==> src/rtl/mac_feeder_pkg.sv <==
// Shared constants and state encoding for the MAC operand feeder.
// The window length, sample width and result width are fixed by the external MAC.
package mac_feeder_pkg;

  localparam int TAPS = 5;
  localparam int DW   = 8;
  localparam int RW   = 16;

  localparam logic [2:0] COEF_ADDR_MAX = 3'd4;

  typedef enum logic [1:0] {
    ST_FILL = 2'd0,
    ST_RUN  = 2'd1,
    ST_WAIT = 2'd2,
    ST_HOLD = 2'd3
  } state_e;

  // Plain constants for code that keeps the state in a logic vector
  localparam logic [1:0] S_FILL = 2'(ST_FILL);
  localparam logic [1:0] S_RUN  = 2'(ST_RUN);
  localparam logic [1:0] S_WAIT = 2'(ST_WAIT);
  localparam logic [1:0] S_HOLD = 2'(ST_HOLD);

endpackage

==> src/rtl/mac_feeder_if.sv <==
// Valid/ready stream bundle used for both the sample input and the result output.
// The width is set per instance: DW for samples, RW for MAC results.
interface mac_feeder_if #(
  parameter int W = 8
);

  logic [W-1:0] data;
  logic         valid;
  logic         ready;

  modport master (output data, output valid, input ready);
  modport slave  (input data, input valid, output ready);

endinterface

==> src/rtl/mac_feeder.sv <==
// Keeps a 5-tap sample window and coefficient set registered in front of an external
// MAC, then waits MAC_LAT cycles and presents the MAC sum on a valid/ready output.
module mac_feeder
  import mac_feeder_pkg::*;
#(
  parameter int MAC_LAT = 1
) (
  input  logic                clk,
  input  logic                rst_n,
  mac_feeder_if.slave         s,
  mac_feeder_if.master        m,
  input  logic                coef_we,
  input  logic [2:0]          coef_addr,
  input  logic [DW-1:0]       coef_data,
  output logic                coef_err,
  input  logic                flush,
  output logic [DW-1:0]       mac_a1,
  output logic [DW-1:0]       mac_a2,
  output logic [DW-1:0]       mac_a3,
  output logic [DW-1:0]       mac_a4,
  output logic [DW-1:0]       mac_a5,
  output logic [DW-1:0]       mac_c1,
  output logic [DW-1:0]       mac_c2,
  output logic [DW-1:0]       mac_c3,
  output logic [DW-1:0]       mac_c4,
  output logic [DW-1:0]       mac_c5,
  input  logic [RW-1:0]       mac_result
);

  logic [1:0]    state;
  logic [2:0]    fill_cnt;
  logic [2:0]    lat_cnt;
  logic [DW-1:0] win  [TAPS];
  logic [DW-1:0] coef [TAPS];
  logic [RW-1:0] m_data_q;
  logic          m_valid_q;

  logic open_st;
  logic accept;
  logic coef_ok;

  // Samples and coefficient writes are only taken while the operands are not in flight
  assign open_st = (state == S_FILL) || (state == S_RUN);
  assign accept  = s.valid && s.ready;
  assign coef_ok = open_st && (coef_addr <= COEF_ADDR_MAX);

  assign s.ready = rst_n && open_st;
  assign m.valid = m_valid_q;
  assign m.data  = m_data_q;

  assign mac_a1 = win[0];
  assign mac_a2 = win[1];
  assign mac_a3 = win[2];
  assign mac_a4 = win[3];
  assign mac_a5 = win[4];
  assign mac_c1 = coef[0];
  assign mac_c2 = coef[1];
  assign mac_c3 = coef[2];
  assign mac_c4 = coef[3];
  assign mac_c5 = coef[4];

  always_ff @(posedge clk) begin
    if (!rst_n) begin
      state     <= S_FILL;
      fill_cnt  <= '0;
      lat_cnt   <= '0;
      m_data_q  <= '0;
      m_valid_q <= 1'b0;
      coef_err  <= 1'b0;
      for (int i = 0; i < TAPS; i++) begin
        win[i]  <= '0;
        coef[i] <= '0;
      end
    end else if (flush) begin
      // Coefficients survive a flush; any pending or held result is abandoned
      state     <= S_FILL;
      fill_cnt  <= '0;
      lat_cnt   <= '0;
      m_valid_q <= 1'b0;
      coef_err  <= 1'b0;
      for (int i = 0; i < TAPS; i++) win[i] <= '0;
    end else begin
      coef_err <= coef_we && !coef_ok;
      if (coef_we && coef_ok) coef[coef_addr] <= coef_data;

      if (accept) begin
        for (int i = TAPS - 1; i > 0; i--) win[i] <= win[i-1];
        win[0] <= s.data;
      end

      case (state)
        S_FILL: begin
          if (accept) begin
            fill_cnt <= fill_cnt + 3'd1;
            if (fill_cnt == 3'(TAPS - 1)) begin
              state   <= S_WAIT;
              lat_cnt <= 3'(MAC_LAT);
            end
          end
        end
        S_RUN: begin
          if (accept) begin
            state   <= S_WAIT;
            lat_cnt <= 3'(MAC_LAT);
          end
        end
        S_WAIT: begin
          if (lat_cnt == 3'd0) begin
            m_data_q  <= mac_result;
            m_valid_q <= 1'b1;
            state     <= S_HOLD;
          end else begin
            lat_cnt <= lat_cnt - 3'd1;
          end
        end
        S_HOLD: begin
          if (m.ready) begin
            m_valid_q <= 1'b0;
            state     <= S_RUN;
          end
        end
        default: state <= S_FILL;
      endcase
    end
  end

endmodule

==> src/flat_wrapper.sv <==
// flat-port wrapper written by rule: the top's interface ports become plain ports
module mac_feeder_flat import mac_feeder_pkg::*;
#(
  parameter int MAC_LAT = 1
)
  (clk, rst_n, coef_we, coef_addr, coef_data, coef_err, flush, mac_a1, mac_a2, mac_a3, mac_a4, mac_a5, mac_c1, mac_c2, mac_c3, mac_c4, mac_c5, mac_result, s_data, s_valid, s_ready, m_data, m_valid, m_ready);
  mac_feeder_if #(.W(DW)) s_i ();
  mac_feeder_if #(.W(RW)) m_i ();
  input  logic clk;
  input  logic rst_n;
  input  logic coef_we;
  input  logic [2:0] coef_addr;
  input  logic [DW-1:0] coef_data;
  output logic coef_err;
  input  logic flush;
  output logic [DW-1:0] mac_a1;
  output logic [DW-1:0] mac_a2;
  output logic [DW-1:0] mac_a3;
  output logic [DW-1:0] mac_a4;
  output logic [DW-1:0] mac_a5;
  output logic [DW-1:0] mac_c1;
  output logic [DW-1:0] mac_c2;
  output logic [DW-1:0] mac_c3;
  output logic [DW-1:0] mac_c4;
  output logic [DW-1:0] mac_c5;
  input  logic [RW-1:0] mac_result;
  input wire logic [$bits(s_i.data)-1:0] s_data;
  input wire logic [$bits(s_i.valid)-1:0] s_valid;
  output wire logic [$bits(s_i.ready)-1:0] s_ready;
  output wire logic [$bits(m_i.data)-1:0] m_data;
  output wire logic [$bits(m_i.valid)-1:0] m_valid;
  input wire logic [$bits(m_i.ready)-1:0] m_ready;
  assign s_i.data = s_data;
  assign s_i.valid = s_valid;
  assign s_ready = s_i.ready;
  assign m_data = m_i.data;
  assign m_valid = m_i.valid;
  assign m_i.ready = m_ready;
  mac_feeder #(.MAC_LAT(MAC_LAT)) u_core (.clk(clk), .rst_n(rst_n), .s(s_i), .m(m_i), .coef_we(coef_we), .coef_addr(coef_addr), .coef_data(coef_data), .coef_err(coef_err), .flush(flush), .mac_a1(mac_a1), .mac_a2(mac_a2), .mac_a3(mac_a3), .mac_a4(mac_a4), .mac_a5(mac_a5), .mac_c1(mac_c1), .mac_c2(mac_c2), .mac_c3(mac_c3), .mac_c4(mac_c4), .mac_c5(mac_c5), .mac_result(mac_result));
endmodule
==> config.mk <==
export PLATFORM = sky130hd
export DESIGN_NAME = mac_feeder_flat
export DESIGN_NICKNAME = d
export VERILOG_FILES = /design/src/rtl/mac_feeder_pkg.sv /design/src/rtl/mac_feeder_if.sv /design/src/rtl/mac_feeder.sv /design/src/flat_wrapper.sv
export SDC_FILE = /design/constraint.sdc
export NUM_CORES = 1
export LEC_CHECK = 0
export BUFFER_PORTS_ARGS = -buffer_cell sky130_fd_sc_hd__buf_4
export CORE_AREA = 2 2 107 109
export CTS_BUF_LIST = sky130_fd_sc_hd__clkbuf_8
export DETAILED_ROUTE_END_ITERATION = 12
export DIE_AREA = 0 0 109 111
export SLEW_MARGIN = 20
export SYNTH_ARGS = -nofsm -noshare
export SYNTH_HDL_FRONTEND = slang
export SYNTH_SLANG_ARGS = --single-unit
==> constraint.sdc <==
create_clock -name clk -period 4.9 [get_ports clk]
set_clock_uncertainty 0.2 [all_clocks]
set_input_delay 0.98 -clock clk [delete_from_list [all_inputs] [get_ports clk]]
set_output_delay 0.98 -clock clk [all_outputs]
set_load 0.02 [all_outputs]
==> flow_summary.yaml <==
status:
  status: "finished clean"
synthesis:
  synth_area_per_cell_um2: 13.7
  synth.net_count: 356
  yosysWarnings: 0
  netlist_instances: 311
  ys_types: 31
  ys_ff_latch: 106
  synth.yosys.seq_area_share_pct: 68.5
  netlist_area_um2: 4270
detailed_routing:
  first_pass_iters: 4
  drc_errors: 0
  drt_wl_total_um: 8780
  wl_per_cell_um: 14.7
  num_vias: 2704
  drtIter0Drc: 91
  vias_per_cell: 4.51
  ant_nets: 0
global_routing:
  grt_pass1_vias: 2645
  grt_pass1_wl_um: 13800
  grt_usage_pct: 14.9
  grt_max_degree: 44
  grt_overflow: 0
  antenna_found_initial: 0
die:
  die_h_um: 111
  die_width_um: 109
  die-area_um2: 12100
  ios: 140
  rows: 39
  start_util_pct: 38.5
  core_area_um2: 11100
critical_path:
  cp.buffers_inverters: 2
  slowest_delay_ps: 370
  r2r_setup_slack_ps: 2670
  r2r-start: "u_core.state[1]"
  r2r_cells: 2
  cpMaxStageDelayCell: "buf_4"
  worstReg2RegEnd: "u_core.coef[3][6]"
  end_kind: "output pin"
  worstSetupStartpointType: "input pin"
  cp.arrival_ps: 1720
  cp_common_cell: "buf_4"
  cp.depth: 3
  crit_chain: "buf_4, nor2b_1, buf_4"
  crit_fanout: 43
  required_ps: 3720
  crit_type: "input pin to output pin"
  crit_family: "buffers and inverters"
final_layout:
  n_antenna_cell: 0
  area_growth_pct: 32.0
  layout-drive-gt1-share_pct: 36.0
  fin_nets: 496
  nFillCells: 988
  layout.cells.non_filler: 599
  utilization_pct: 50.9
clocking:
  cts_resized: 0
  holdBufCountCts: 0
  root_buffer: "clkbuf_8"
  cts_max_level: 3
  post-cts-setup-buffer-count: 0
  cts_buffers: 9
  clockBufferDepth: 2
  cts.clk_slew.worst_paths_ps: 100
  cts_tree: "done"
  insertion_delay_ps: 360
  cts_sinks: 106
placed_design:
  gp_congestion: 0.771
  place_inst: 583
  hpwlAfterDp_um: 6150
  pre_cts_ws_ps: 1790
  port_buffers: 139
timing:
  rsz0062_at_grt: "false"
  setup_violations: 0
  worst_slack_ps: 2000
  timing.slew.headroom_pct: 32.0
  final_max_slew_viol_count: 0
  hold_viol: 0
  min_period_ps: 2900
  worstMarginPinSlew_ps: 1010
  period_share_pct: 59.2
  fin_setup_tns_ps: 0
  max_clock_freq_mhz: 345
hold_path:
  min_from: "u_core.m.data[8]"
  hold_depth: 2
  min_to: "u_core.m.data[8]"
  hp-class: "flop to flop"
power:
  p_per_area_nw_per_um2: 303
  total_power_uw: 1700
  p_leak_uw: 0.00237
  peakVddDrop_v: 0.000144
run:
  cap_violations: 0
-- worst max-delay path by stage --
stage,endpoint,from,slack (ps)
CTS,s_ready,rst_n,1980
finish,s_ready,rst_n,2000
detailed placement,u_core.coef[3][6],rst_n,1790
global placement,u_core.coef[3][2],rst_n,1840
floorplan,s_ready,rst_n,1940
global route,s_ready,rst_n,1940
-- Yosys cell counts --
| library cell | instances | area, um2 |
|---|---|---|
| xnor2_1 | 1 | 8.76 |
| edfxtp_1 | 80 | 2400 |
| a2111oi_0 | 1 | 8.76 |
| o21ai_0 | 5 | 25.0 |
| a31o_2 | 1 | 8.76 |
| nand4bb_4 | 1 | 27.5 |
| dfxtp_1 | 26 | 521 |
| buf_1 | 1 | 3.75 |
| nor2b_1 | 4 | 25.0 |
| and2_1 | 80 | 500 |
| and4bb_2 | 1 | 12.5 |
| nand3b_1 | 3 | 22.5 |
| o21a_1 | 1 | 7.51 |
| buf_6 | 2 | 22.5 |
| o31a_1 | 1 | 8.76 |
| a21oi_1 | 7 | 35.0 |
| mux2i_1 | 17 | 170 |
| nand2b_1 | 8 | 50.1 |
| a311oi_1 | 1 | 8.76 |
| a31oi_1 | 1 | 6.26 |
| nor4b_4 | 3 | 71.3 |
| ha_1 | 4 | 50.1 |
| nor2_1 | 7 | 26.3 |
| nor3_1 | 1 | 5.00 |
| nor4_4 | 1 | 21.3 |
| a211oi_1 | 1 | 7.51 |
| clkbuf_1 | 6 | 22.5 |
| nor3_4 | 1 | 16.3 |
| buf_2 | 3 | 15.0 |
| nand2_1 | 35 | 131 |
| inv_1 | 7 | 26.3 |
-- power by group --
part	switching [uW]	internal [uW]	total [uW]
Clock	290	236	525
Sequential	12.7	996	1010
Combinational	99.4	71.5	171
-- flip-flops by register name, indices dropped and copies added (netlist names) --
| signal | flops |
|---|---|
| u_core.coef_err | 1 |
| u_core.m.valid | 1 |
| u_core.lat_cnt | 3 |
| u_core.m.data | 16 |
| u_core.win | 40 |
| u_core.coef | 40 |
| u_core.state | 2 |
| u_core.fill_cnt | 3 |
-- through the flow --
stage	hold slack [ps]	area [um2]
6_report	263	5630
5_1_grt	287	5630
2_1_floorplan	270	4270
3_3_place_gp	246	5440
4_1_cts	268	5630
3_5_place_dp	250	5440
-- per-layer routing --
layer | GRT usage [%] | wire (um)
met5 | 0 | 0
met4 | 6.15 | 135
met3 | 2.06 | 450
met2 | 24.7 | 4320
met1 | 19.6 | 3870
-- cell usage in the layout, fill, tap and decap left out, drive strengths merged, types with 7 or more instances in the layout --
cell and instances:
edfxtp 80, nor2 7, mux2i 17, and2 80
a21oi 7, dfxtp 26, nand2b 8, nand2 35
clkbuf 9, inv 9, buf 141
-- worst reg2reg max path, delay by kind of cell, from the launching register on --
kind	cells	cell delay [ps]
simple gates	1	360
flops	1	420
compound gates	1	870
-- cell type report --
| type | count | area, um2 | area share, % |
|---|---|---|---|
| Multi-Input combinational cell | 186 | 1250 | 22.3 |
| Timing Repair Buffer | 141 | 1060 | 18.8 |
| Clock buffer | 9 | 124 | 2.20 |
| Sequential cell | 106 | 2920 | 51.9 |
| Tap cell | 143 | 179 | 3.18 |
| Inverter | 7 | 26.3 | 0.466 |
| Clock inverter | 7 | 68.8 | 1.22 |
-- logic make-up (layout without fill, tap and decap cells) --
logic type	count (synthesis)	after routing	share of synthesized area (%)
AND/OR/NAND/NOR	145	145	21.3
AO/OA/AOI/OAI	19	19	2.73
flip-flops	106	106	68.5
multiplexers	17	17	3.99
adder cells (fa/ha/maj)	4	4	1.17
XOR/XNOR	1	1	0.205
buffers and inverters	19	164	2.11
(Power assumes the default switching activity.)
